## config.mk

```make
export PLATFORM = sky130hd
export DESIGN_NAME = spi_master_arbiter
export DESIGN_NICKNAME = d
export VERILOG_FILES = /design/src/rtl/spi_master_arbiter.sv
export SDC_FILE = /design/constraint.sdc
export NUM_CORES = 1
export LEC_CHECK = 0
export ABC_AREA = 1
export CORE_MARGIN = 5
export CORE_UTILIZATION = 48
export CTS_CLUSTER_SIZE = 40
export DETAILED_ROUTE_END_ITERATION = 8
export GPL_ROUTABILITY_DRIVEN = 1
export HOLD_SLACK_MARGIN = 0.08
export PLACE_DENSITY = 0.8
export SYNTH_ARGS = -nofsm -noshare
export SYNTH_HDL_FRONTEND = slang
export SYNTH_SLANG_ARGS = --single-unit
```

## constraint.sdc

```tcl
create_clock -name ckl -period 2.7 [get_ports ckl]
set_input_delay 0.54 -clock ckl [delete_from_list [all_inputs] [get_ports ckl]]
set_output_delay 0.54 -clock ckl [all_outputs]
set_load 0.01 [all_outputs]
```

## src/rtl/spi_master_arbiter.sv

```systemverilog
// spi_master_arbiter
//   Round-robin front end that lets N_REQ requesters share one SPI_MASTER.
//   A transaction latches the winner's frame, holds SE low for exactly
//   FRAME_SIZE clocks while sampling MISO LSB-first, then spends one cycle
//   checking the master's msg_sendt flag before reporting rx_data/err with a
//   done pulse.  An optional SE-high gap separates consecutive frames.
module spi_master_arbiter #(
    parameter int N_REQ      = 4,
    parameter int FRAME_SIZE = 8,
    parameter int GAP_CYCLES = 2
) (
    input  logic                        ckl,
    input  logic                        rst,
    input  logic [N_REQ-1:0]            req,
    input  logic [N_REQ*FRAME_SIZE-1:0] tx_data,
    output logic [N_REQ-1:0]            grant,
    output logic                        done,
    output logic [FRAME_SIZE-1:0]       rx_data,
    output logic                        err,
    output logic                        busy,
    output logic                        spi_SE,
    output logic [FRAME_SIZE-1:0]       spi_MOSI_data,
    input  logic                        spi_MISO,
    input  logic                        spi_msg_sendt
);

    localparam int PTR_W = $clog2(N_REQ);
    // One extra bit so the counter can represent FRAME_SIZE without wrapping.
    localparam int CNT_W = $clog2(FRAME_SIZE) + 1;
    localparam int GAP_W = $clog2(GAP_CYCLES + 1) + 1;

    typedef enum logic [1:0] {
        S_IDLE  = 2'd0,
        S_SHIFT = 2'd1,
        S_CHECK = 2'd2,
        S_GAP   = 2'd3
    } state_t;

    // Registered state
    state_t                 state;
    logic [PTR_W-1:0]       rr_ptr;
    logic [CNT_W-1:0]       bitcnt;
    logic [GAP_W-1:0]       gapcnt;
    logic [FRAME_SIZE-1:0]  rx_shadow;

    // Next-state values
    state_t                 state_nxt;
    logic [PTR_W-1:0]       rr_ptr_nxt;
    logic [CNT_W-1:0]       bitcnt_nxt;
    logic [GAP_W-1:0]       gapcnt_nxt;
    logic [FRAME_SIZE-1:0]  rx_shadow_nxt;
    logic [N_REQ-1:0]       grant_nxt;
    logic                   done_nxt;
    logic [FRAME_SIZE-1:0]  rx_data_nxt;
    logic                   err_nxt;
    logic                   spi_SE_nxt;
    logic [FRAME_SIZE-1:0]  spi_MOSI_data_nxt;

    // Arbitration result
    logic                   win_found;
    logic [PTR_W-1:0]       win_idx;

    // Round-robin pick: first set request at or above rr_ptr, else wrap to the
    // lowest set request below rr_ptr.
    always_comb begin
        // NOTE: combinational blocks use blocking '=' and assign every output a
        // default first, so no path leaves a value held and no latch is inferred.
        win_found = 1'b0;
        win_idx   = '0;
        for (int j = 0; j < N_REQ; j++) begin
            if (!win_found && req[j] && (j >= int'(rr_ptr))) begin
                win_found = 1'b1;
                win_idx   = PTR_W'(j);
            end
        end
        for (int j = 0; j < N_REQ; j++) begin
            if (!win_found && req[j] && (j < int'(rr_ptr))) begin
                win_found = 1'b1;
                win_idx   = PTR_W'(j);
            end
        end
    end

    // Next-state and next-output logic for the transaction sequencer.
    always_comb begin
        state_nxt         = state;
        rr_ptr_nxt        = rr_ptr;
        bitcnt_nxt        = bitcnt;
        gapcnt_nxt        = gapcnt;
        rx_shadow_nxt     = rx_shadow;
        grant_nxt         = grant;
        done_nxt          = 1'b0;
        rx_data_nxt       = rx_data;
        err_nxt           = err;
        spi_SE_nxt        = spi_SE;
        spi_MOSI_data_nxt = spi_MOSI_data;

        unique case (state)
            S_IDLE: begin
                if (win_found) begin
                    state_nxt  = S_SHIFT;
                    spi_SE_nxt = 1'b0;
                    bitcnt_nxt = '0;
                    grant_nxt  = '0;
                    // Latch the winner's frame once; tx_data may change later.
                    for (int j = 0; j < N_REQ; j++) begin
                        if (PTR_W'(j) == win_idx) begin
                            grant_nxt[j]      = 1'b1;
                            spi_MOSI_data_nxt = tx_data[j*FRAME_SIZE +: FRAME_SIZE];
                        end
                    end
                    if (int'(win_idx) == N_REQ - 1) begin
                        rr_ptr_nxt = '0;
                    end else begin
                        rr_ptr_nxt = win_idx + PTR_W'(1);
                    end
                end
            end

            S_SHIFT: begin
                for (int b = 0; b < FRAME_SIZE; b++) begin
                    if (int'(bitcnt) == b) begin
                        rx_shadow_nxt[b] = spi_MISO;
                    end
                end
                bitcnt_nxt = bitcnt + CNT_W'(1);
                // Raising SE on the last sampling edge keeps it low for
                // exactly FRAME_SIZE clocks.
                if (bitcnt == CNT_W'(FRAME_SIZE - 1)) begin
                    spi_SE_nxt = 1'b1;
                    state_nxt  = S_CHECK;
                end
            end

            S_CHECK: begin
                done_nxt    = 1'b1;
                rx_data_nxt = rx_shadow;
                err_nxt     = ~spi_msg_sendt;
                grant_nxt   = '0;
                gapcnt_nxt  = '0;
                if (GAP_CYCLES == 0) begin
                    state_nxt = S_IDLE;
                end else begin
                    state_nxt = S_GAP;
                end
            end

            S_GAP: begin
                // SE stays high; no arbitration until the gap has elapsed.
                gapcnt_nxt = gapcnt + GAP_W'(1);
                if (int'(gapcnt) >= GAP_CYCLES - 1) begin
                    state_nxt = S_IDLE;
                end
            end

            default: begin
                state_nxt = S_IDLE;
            end
        endcase
    end

    // State and output registers with synchronous reset.
    always_ff @(posedge ckl) begin
        // NOTE: sequential state uses non-blocking '<=' so every register
        // samples the pre-edge values regardless of statement order.
        if (rst) begin
            state         <= S_IDLE;
            rr_ptr        <= '0;
            bitcnt        <= '0;
            gapcnt        <= '0;
            rx_shadow     <= '0;
            grant         <= '0;
            done          <= 1'b0;
            rx_data       <= '0;
            err           <= 1'b0;
            spi_SE        <= 1'b1;
            spi_MOSI_data <= '0;
        end else begin
            state         <= state_nxt;
            rr_ptr        <= rr_ptr_nxt;
            bitcnt        <= bitcnt_nxt;
            gapcnt        <= gapcnt_nxt;
            rx_shadow     <= rx_shadow_nxt;
            grant         <= grant_nxt;
            done          <= done_nxt;
            rx_data       <= rx_data_nxt;
            err           <= err_nxt;
            spi_SE        <= spi_SE_nxt;
            spi_MOSI_data <= spi_MOSI_data_nxt;
        end
    end

    // busy is a pure decode of the registered state.
    assign busy = (state != S_IDLE);

endmodule
```

==> results.py, run 1 <==
metrics = {
    "pwr": {
        "power_density_nw_per_um2": 938,
        "ir_drop_uv": 659,
        "leakagePower_nw": 1.31,
    },
    "hold_path": {
        "min_from": "spi_SE$_SDFFE_PP1P_",
        "min_path_type": "flip-flop to flip-flop",
    },
    "sta": {
        "layout_worst_path_cycle_share_pct": 87.9,
        "worst_slew_pin_slew_ns": 0.522,
        "slew_headroom_pct": 65.2,
        "setup_viol": 0,
        "clock_skew_ns": 0.00657,
        "hold_violations": 0,
        "fmax_ghz": 0.421,
        "drv_slew": 0,
        "rsz0062_at_grt": "no",
        "fin_crit_ns": 2.37,
        "fin_tns_setup_ns": 0,
    },
    "setup_path": {
        "cp-start-kind": "input pin",
        "rr_startpoint": "rr_ptr[1]$_SDFFE_PP0P_",
        "critPathKind": "input pin to flip-flop",
        "critPathMaxFanout": 17,
        "cp.required_ns": 2.90,
        "cp-startpoint": "req[1]",
        "critPathArrivalTime_ns": 2.58,
        "end_kind": "flip-flop",
    },
    "layout": {
        "area_growth_pct": 36.8,
        "num-fill-cells": 404,
        "fin_nets": 444,
        "fin_cells": 444,
        "antennaDiodeCount": 0,
        "drive_above_1_share_pct": 10.0,
    },
    "routing": {
        "drt_wl_total_mm": 5.65,
        "first_pass_iters": 4,
        "drc": 0,
        "vias": 2260,
        "dr.first_iter.drc_count": 102,
        "wire_per_inst_microns": 12.7,
        "ant_nets": 0,
        "routed_via_density": 5.09,
    },
    "clock_network": {
        "root_buffer": "clkbuf_8",
        "cts.sinks": 42,
        "cts_hold_buf": 0,
        "post_cts_buffers": 0,
        "cts_buffers": 5,
        "clk_pin_slew_ns": 0.09,
        "cts-htree-levels": 2,
        "cts_tree": "built",
        "clock_latency_ns": 0.30,
        "cts_resized": 0,
        "cts.path.max_buffers": 2,
    },
    "synth": {
        "synth_warnings": 0,
        "synth_cells": 318,
        "ys_types": 25,
        "ys_ff_latch": 42,
        "seq_area_frac_synth_pct": 37.2,
        "mappedNetlistNets": 373,
        "synth.avg_cell_area_sq_um": 7.10,
        "synthesis.area_sq_um": 2260,
    },
    "floorplanning": {
        "die-area_sq_um": 6180,
        "num_rows": 25,
        "die_w_microns": 78.6,
        "die_y_microns": 78.6,
        "start_util_pct": 48.8,
        "core_area_sq_um": 4630,
        "pin_count": 64,
    },
    "grt": {
        "antenna_found_initial": 0,
        "grt_pass1_wl_mm": 9.62,
        "grt_pass1_vias": 2177,
        "grt_max_degree": 21,
        "grt_usage_pct": 19.3,
        "grt-ovfl-total": 0,
    },
    "run": {
        "maxCapViolCount": 0,
    },
    "place": {
        "io_buffers": 63,
        "gp_congestion": 0.857,
        "hpwl_mm": 4.41,
        "numPlacedInstances": 436,
    },
    "run_status": {
        "status": "completed",
    },
}
cells in the final DEF (no fill, tap or decap), types with 2 or more instances in the layout:
cell	count
nand3_1	24
nor3_1	2
dfxtp_1	42
inv_1	40
ha_1	15
o211ai_1	8
a21oi_2	2
o21ai_0	29
nand2_1	67
nor2_2	10
nand4_1	5
nor2_1	23
clkbuf_8	5
clkdlybuf4s50_1	63
a21oi_1	31
buf_4	13
clkinvlp_4	2
path summary, 6_finish.rpt:
path	to	slack, ns	depth (start not counted)
worst max register to register	spi_MOSI_data[3]$_SDFFE_PP0P_	0.49	14
worst min-delay path	spi_SE$_SDFFE_PP1P_	0.45	2
worst max-delay path	spi_MOSI_data[3]$_SDFFE_PP0P_	0.33	14
worst min register to register	spi_SE$_SDFFE_PP1P_	0.45	2
layout make-up:
| class | count | area (sq um) | share of cell area [%] |
|---|---|---|---|
| timing repair buffer | 76 | 728 | 23.6 |
| inverter | 41 | 156 | 5.06 |
| clock buffer | 5 | 68.8 | 2.23 |
| clock inverter | 3 | 23.8 | 0.770 |
| multi-input combinational | 223 | 1200 | 39.0 |
| tap | 54 | 67.6 | 2.19 |
| sequential | 42 | 841 | 27.2 |
cell usage after synthesis:
library cell / instances / area share (%)
nand4_4: 1 / 0.94
inv_1: 40 / 6.6
o211ai_1: 8 / 2.7
nand2_1: 67 / 11
a21oi_4: 1 / 0.72
buf_1: 1 / 0.17
a21oi_1: 31 / 6.9
inv_4: 1 / 0.28
a21oi_2: 2 / 0.78
nor2_2: 10 / 2.8
nand2_4: 1 / 0.50
or2_2: 1 / 0.28
xor2_1: 1 / 0.39
dfxtp_1: 42 / 37
o21ai_0: 29 / 6.4
nor2_1: 23 / 3.8
nor3_1: 2 / 0.44
o22ai_1: 1 / 0.28
nand4_1: 5 / 1.4
buf_6: 1 / 0.50
nand2_2: 1 / 0.28
clkbuf_1: 6 / 1.0
nand3_1: 24 / 5.3
ha_1: 15 / 8.3
buf_2: 4 / 0.89
per-layer routing:
| layer | vias up | wire length (microns) | GRT usage, % |
|---|---|---|---|
| li1 | 1173 | - | - |
| met1 | 1011 | 2630 | 24.7 |
| met2 | 70 | 2540 | 32.3 |
| met4 | 0 | 64 | 5.59 |
| met3 | 6 | 420 | 4.36 |
| met5 | - | 0 | 0 |
critical path, stage by stage:
cell and delay (ns):
clkdlybuf4s50_1 0.42, nand2_1 0.09, nand2_1 0.06, nor2_2 0.16, nand2_1 0.06, o22ai_1 0.16, inv_1 0.08, ha_1 0.37
o211ai_1 0.26, nand3_1 0.10, o21ai_0 0.10, nand2_1 0.07, nand2_1 0.06, nor2_1 0.03
cells by family after synthesis:
logic type / synth area share, %
AO/OA/AOI/OAI: 17.7
XOR/XNOR: 0.388
adder cells (fa/ha/maj): 8.31
buffers and inverters: 9.47
flip-flops: 37.2
AND/OR/NAND/NOR: 26.9
flip-flops by register name, summed over array words and instances, names as in the netlist, 2 cells and up:
| name | count |
|---|---|
| rx_data | 8 |
| rx_shadow | 8 |
| spi_MOSI_data | 8 |
| bitcnt | 4 |
| grant | 4 |
| gapcnt | 3 |
| rr_ptr | 2 |
| state | 2 |
through the flow:
stage | area (sq um) | util, % | setup WS (ns) | hold WS (ns) | power, W
after floorplan | 2260 | - | 0.535 | 0.425 | 0.00194
after global placement | 3000 | 64.7 | 0.0835 | 0.432 | 0.00247
after detailed placement | 3000 | 64.7 | 0.000939 | 0.439 | 0.00250
after CTS | 3090 | 66.7 | 0.316 | 0.455 | 0.00292
after global routing | 3090 | 66.7 | 0.0817 | 0.469 | 0.00316
final | 3090 | 66.7 | 0.326 | 0.451 | 0.00290
power by group:
| group | internal [W] | switching [W] | leakage [nW] | total, W |
|---|---|---|---|---|
| clock | 0.000185 | 0.000228 | 0.0408 | 0.000413 |
| combinational | 0.000678 | 0.000845 | 0.927 | 0.00152 |
| sequential | 0.000820 | 0.000141 | 0.344 | 0.000961 |
Power figures use the tool's default switching activity.
==> inputs of run 2 (changes only) <==
--- a/config.mk
+++ b/config.mk
@@ -5,14 +5,13 @@
 export SDC_FILE = /design/constraint.sdc
 export NUM_CORES = 1
 export LEC_CHECK = 0
-export ABC_AREA = 1
 export CORE_MARGIN = 5
 export CORE_UTILIZATION = 48
 export CTS_CLUSTER_SIZE = 40
 export DETAILED_ROUTE_END_ITERATION = 8
 export GPL_ROUTABILITY_DRIVEN = 1
 export HOLD_SLACK_MARGIN = 0.08
-export PLACE_DENSITY = 0.8
+export PLACE_DENSITY = 0.88
 export SYNTH_ARGS = -nofsm -noshare
 export SYNTH_HDL_FRONTEND = slang
 export SYNTH_SLANG_ARGS = --single-unit
==> run 2 against run 1 <==
  * Clock-buffer cell count unchanged
  * Sequential share of layout area increased by 0.14 points
  * Power decreased by 13%
  * Area after synthesis increased by 0.17%
  * Die area increased by 0.14%
  * Via count decreased by 10%
  * Largest cell class unchanged
==> results.py, run 2 <==
metrics = {
    "routing": {
        "vias": 2025,
        "ant_nets": 0,
        "dr.first_iter.drc_count": 73,
        "routed_via_density": 5.41,
        "wire_per_inst_microns": 14.8,
        "first_pass_iters": 4,
        "drt_wl_total_mm": 5.53,
        "drc": 0,
    },
    "setup_path": {
        "critPathMaxFanout": 20,
        "timing.rr.end": "spi_MOSI_data[4]$_SDFFE_PP0P_",
        "critPathKind": "input pin to flip-flop",
        "critPathArrivalTime_ns": 2.72,
        "worstRegToRegCells": 6,
        "cp.required_ns": 2.92,
        "cp-start-kind": "input pin",
        "rr_startpoint": "state[1]$_SDFFE_PP0P_",
        "reg2reg_slack_ns": 0.40,
        "end_kind": "flip-flop",
    },
    "sta": {
        "fin_crit_ns": 2.50,
        "fmax_ghz": 0.400,
        "drv_slew": 0,
        "slew_headroom_pct": 11.0,
        "worst_slew_pin_slew_ns": 1.33,
        "layout_worst_path_cycle_share_pct": 92.5,
        "clock_skew_ns": 0.00423,
        "hold_violations": 0,
        "rsz0062_at_grt": "no",
        "setup_viol": 0,
    },
    "pwr": {
        "p_int_w": 0.00154,
        "net-switching-power_w": 0.000979,
        "total_power_w": 0.00252,
        "ir_drop_uv": 534,
        "power_frac_clock_pct": 17.6,
        "p_seq_share_pct": 33.3,
        "power_density_nw_per_um2": 818,
        "swShare_pct": 38.9,
        "leakagePower_nw": 1.19,
        "combPwrFrac_pct": 49.1,
    },
    "synth": {
        "ys_ff_latch": 42,
        "synth.avg_cell_area_sq_um": 8.84,
        "ys_async_sr_fraction_pct": 0,
        "yosys-top-cells-count": "dfxtp_1 (42), mux2i_1 (34), nor2_1 (34)",
        "yosys.area.top_type": "dfxtp_1",
        "ys_types": 39,
        "synth-edff-count": 0,
        "synth_warnings": 0,
        "synth_cells": 256,
        "synthesis.area_sq_um": 2260,
        "yosysMostFrequentCell": "dfxtp_1",
        "seq_area_frac_synth_pct": 37.2,
        "yosysTopAreaCellShare_pct": 37.2,
        "synth_ff_type": "dfxtp_1",
        "synth_top_cells_by_area": "dfxtp_1 (37%), mux2i_1 (15%), ha_1 (8.3%)",
        "mappedNetlistNets": 311,
    },
    "grt": {
        "grt_pass1_vias": 2011,
        "grt_pass1_wl_mm": 9.27,
        "grt_max_degree": 21,
        "grt_usage_pct": 18.7,
        "antenna_found_initial": 0,
        "grt-ovfl-total": 0,
    },
    "hold_path": {
        "hold_path_depth": 2,
        "min_path_type": "flip-flop to flip-flop",
        "min_from": "grant[0]$_SDFFE_PP0P_",
        "whs_endpoint": "grant[0]$_SDFFE_PP0P_",
    },
    "floorplanning": {
        "start_util_pct": 48.5,
        "die_w_microns": 78.7,
        "die_y_microns": 78.7,
        "pin_count": 64,
        "die-area_sq_um": 6190,
        "num_rows": 25,
        "core_area_sq_um": 4660,
    },
    "clock_network": {
        "cts_buffers": 5,
        "cts.sinks": 42,
        "cts_hold_buf": 0,
        "post_cts_buffers": 0,
        "cts_tree": "built",
        "cts-htree-levels": 2,
        "clock_latency_ns": 0.31,
        "cts_resized": 0,
        "root_buffer": "clkbuf_8",
        "clk_pin_slew_ns": 0.09,
        "cts.path.max_buffers": 2,
    },
    "place": {
        "io_buffers": 63,
        "numPlacedInstances": 366,
        "hpwl_mm": 4.09,
        "gp_congestion": 0.801,
    },
    "layout": {
        "final_cell_mix": "clkdlybuf4s50_1 (63), dfxtp_1 (42), mux2i_1 (34), nor2_1 (34), nand2_1 (24)",
        "register_area_sq_um": 841,
        "final_common_cell": "clkdlybuf4s50_1",
        "num-fill-cells": 370,
        "area_growth_pct": 35.8,
        "fin_cells": 374,
        "drive_above_1_share_pct": 9.69,
        "reg.largest.list": "rx_data: 8 flops, rx_shadow: 8 flops, spi_MOSI_data: 8 flops",
        "fin_nets": 374,
        "multiInputGateArea_sq_um": 1310,
        "antennaDiodeCount": 0,
    },
    "run_status": {
        "status": "completed",
    },
    "run": {
        "maxCapViolCount": 0,
    },
}
## run 2: worst max path at each step
stage / cells after the start / end / from / slack, ns
after global placement: 9 / spi_MOSI_data[2]$_SDFFE_PP0P_ / req[2] / -0.002
after global routing: 6 / spi_MOSI_data[6]$_SDFFE_PP0P_ / req[1] / 0.05
after CTS: 9 / spi_MOSI_data[4]$_SDFFE_PP0P_ / req[2] / 0.18
final: 6 / spi_MOSI_data[4]$_SDFFE_PP0P_ / req[1] / 0.20
after detailed placement: 9 / spi_MOSI_data[4]$_SDFFE_PP0P_ / req[2] / -0.14
after floorplan: 10 / spi_MOSI_data[6]$_SDFFE_PP0P_ / req[2] / 0.44
## run 2: cell families after synthesis
| logic type | share of synthesized area [%] |
|---|---|
| buf+inv | 4.87 |
| fa+ha+maj | 8.30 |
| flops | 37.2 |
| compound gates | 15.9 |
| simple gates | 17.7 |
| mux | 16.0 |
## run 2: final cells by class
| class | count | area share [%] |
|---|---|---|
| Clock buffer | 5 | 2.24 |
| Clock inverter | 3 | 0.855 |
| Inverter | 10 | 1.22 |
| Multi-Input combinational cell | 187 | 42.8 |
| Sequential cell | 42 | 27.4 |
| Tap cell | 54 | 2.20 |
| Timing Repair Buffer | 73 | 23.4 |
## run 2: routing by layer
layer	up-vias	wire length [microns]	track usage [%]
met1	949	2450	23.0
met4	0	97	6.64
met3	8	275	5.05
met5	-	0	0
met2	46	2700	31.2
li1	1022	-	-
## run 2: power by group through the flow
stage | registers (W) | clock network, W | logic (W)
final | 0.000838 | 0.000442 | 0.00124
after global routing | 0.000856 | 0.000487 | 0.00137
after CTS | 0.000837 | 0.000447 | 0.00123
after detailed placement | 0.000847 | 0 | 0.00123
after global placement | 0.000846 | 0 | 0.00118
after floorplan | 0.000867 | 0 | 0.000760
## run 2: metrics by stage
step                TNS [ns]  area (sq um)  hold slack (ns)  worst slack [ns]  util, %
global route               0          3070            0.515            0.0453     65.9
CTS                        0          3070            0.482             0.180     65.9
detailed placement    -0.742          2980            0.470            -0.137     63.8
floorplan                  0          2260            0.460             0.444        -
global placement    -0.00188          2980            0.458          -0.00188     63.8
finish                     0          3070            0.478             0.202     65.9
## run 2: worst max-delay path: stages
cell and delay (ns):
clkdlybuf4s50_1 0.58, buf_4 0.16, nor4_4 0.03, nor2_1 0.99, nor2_1 0.12, a211oi_1 0.29
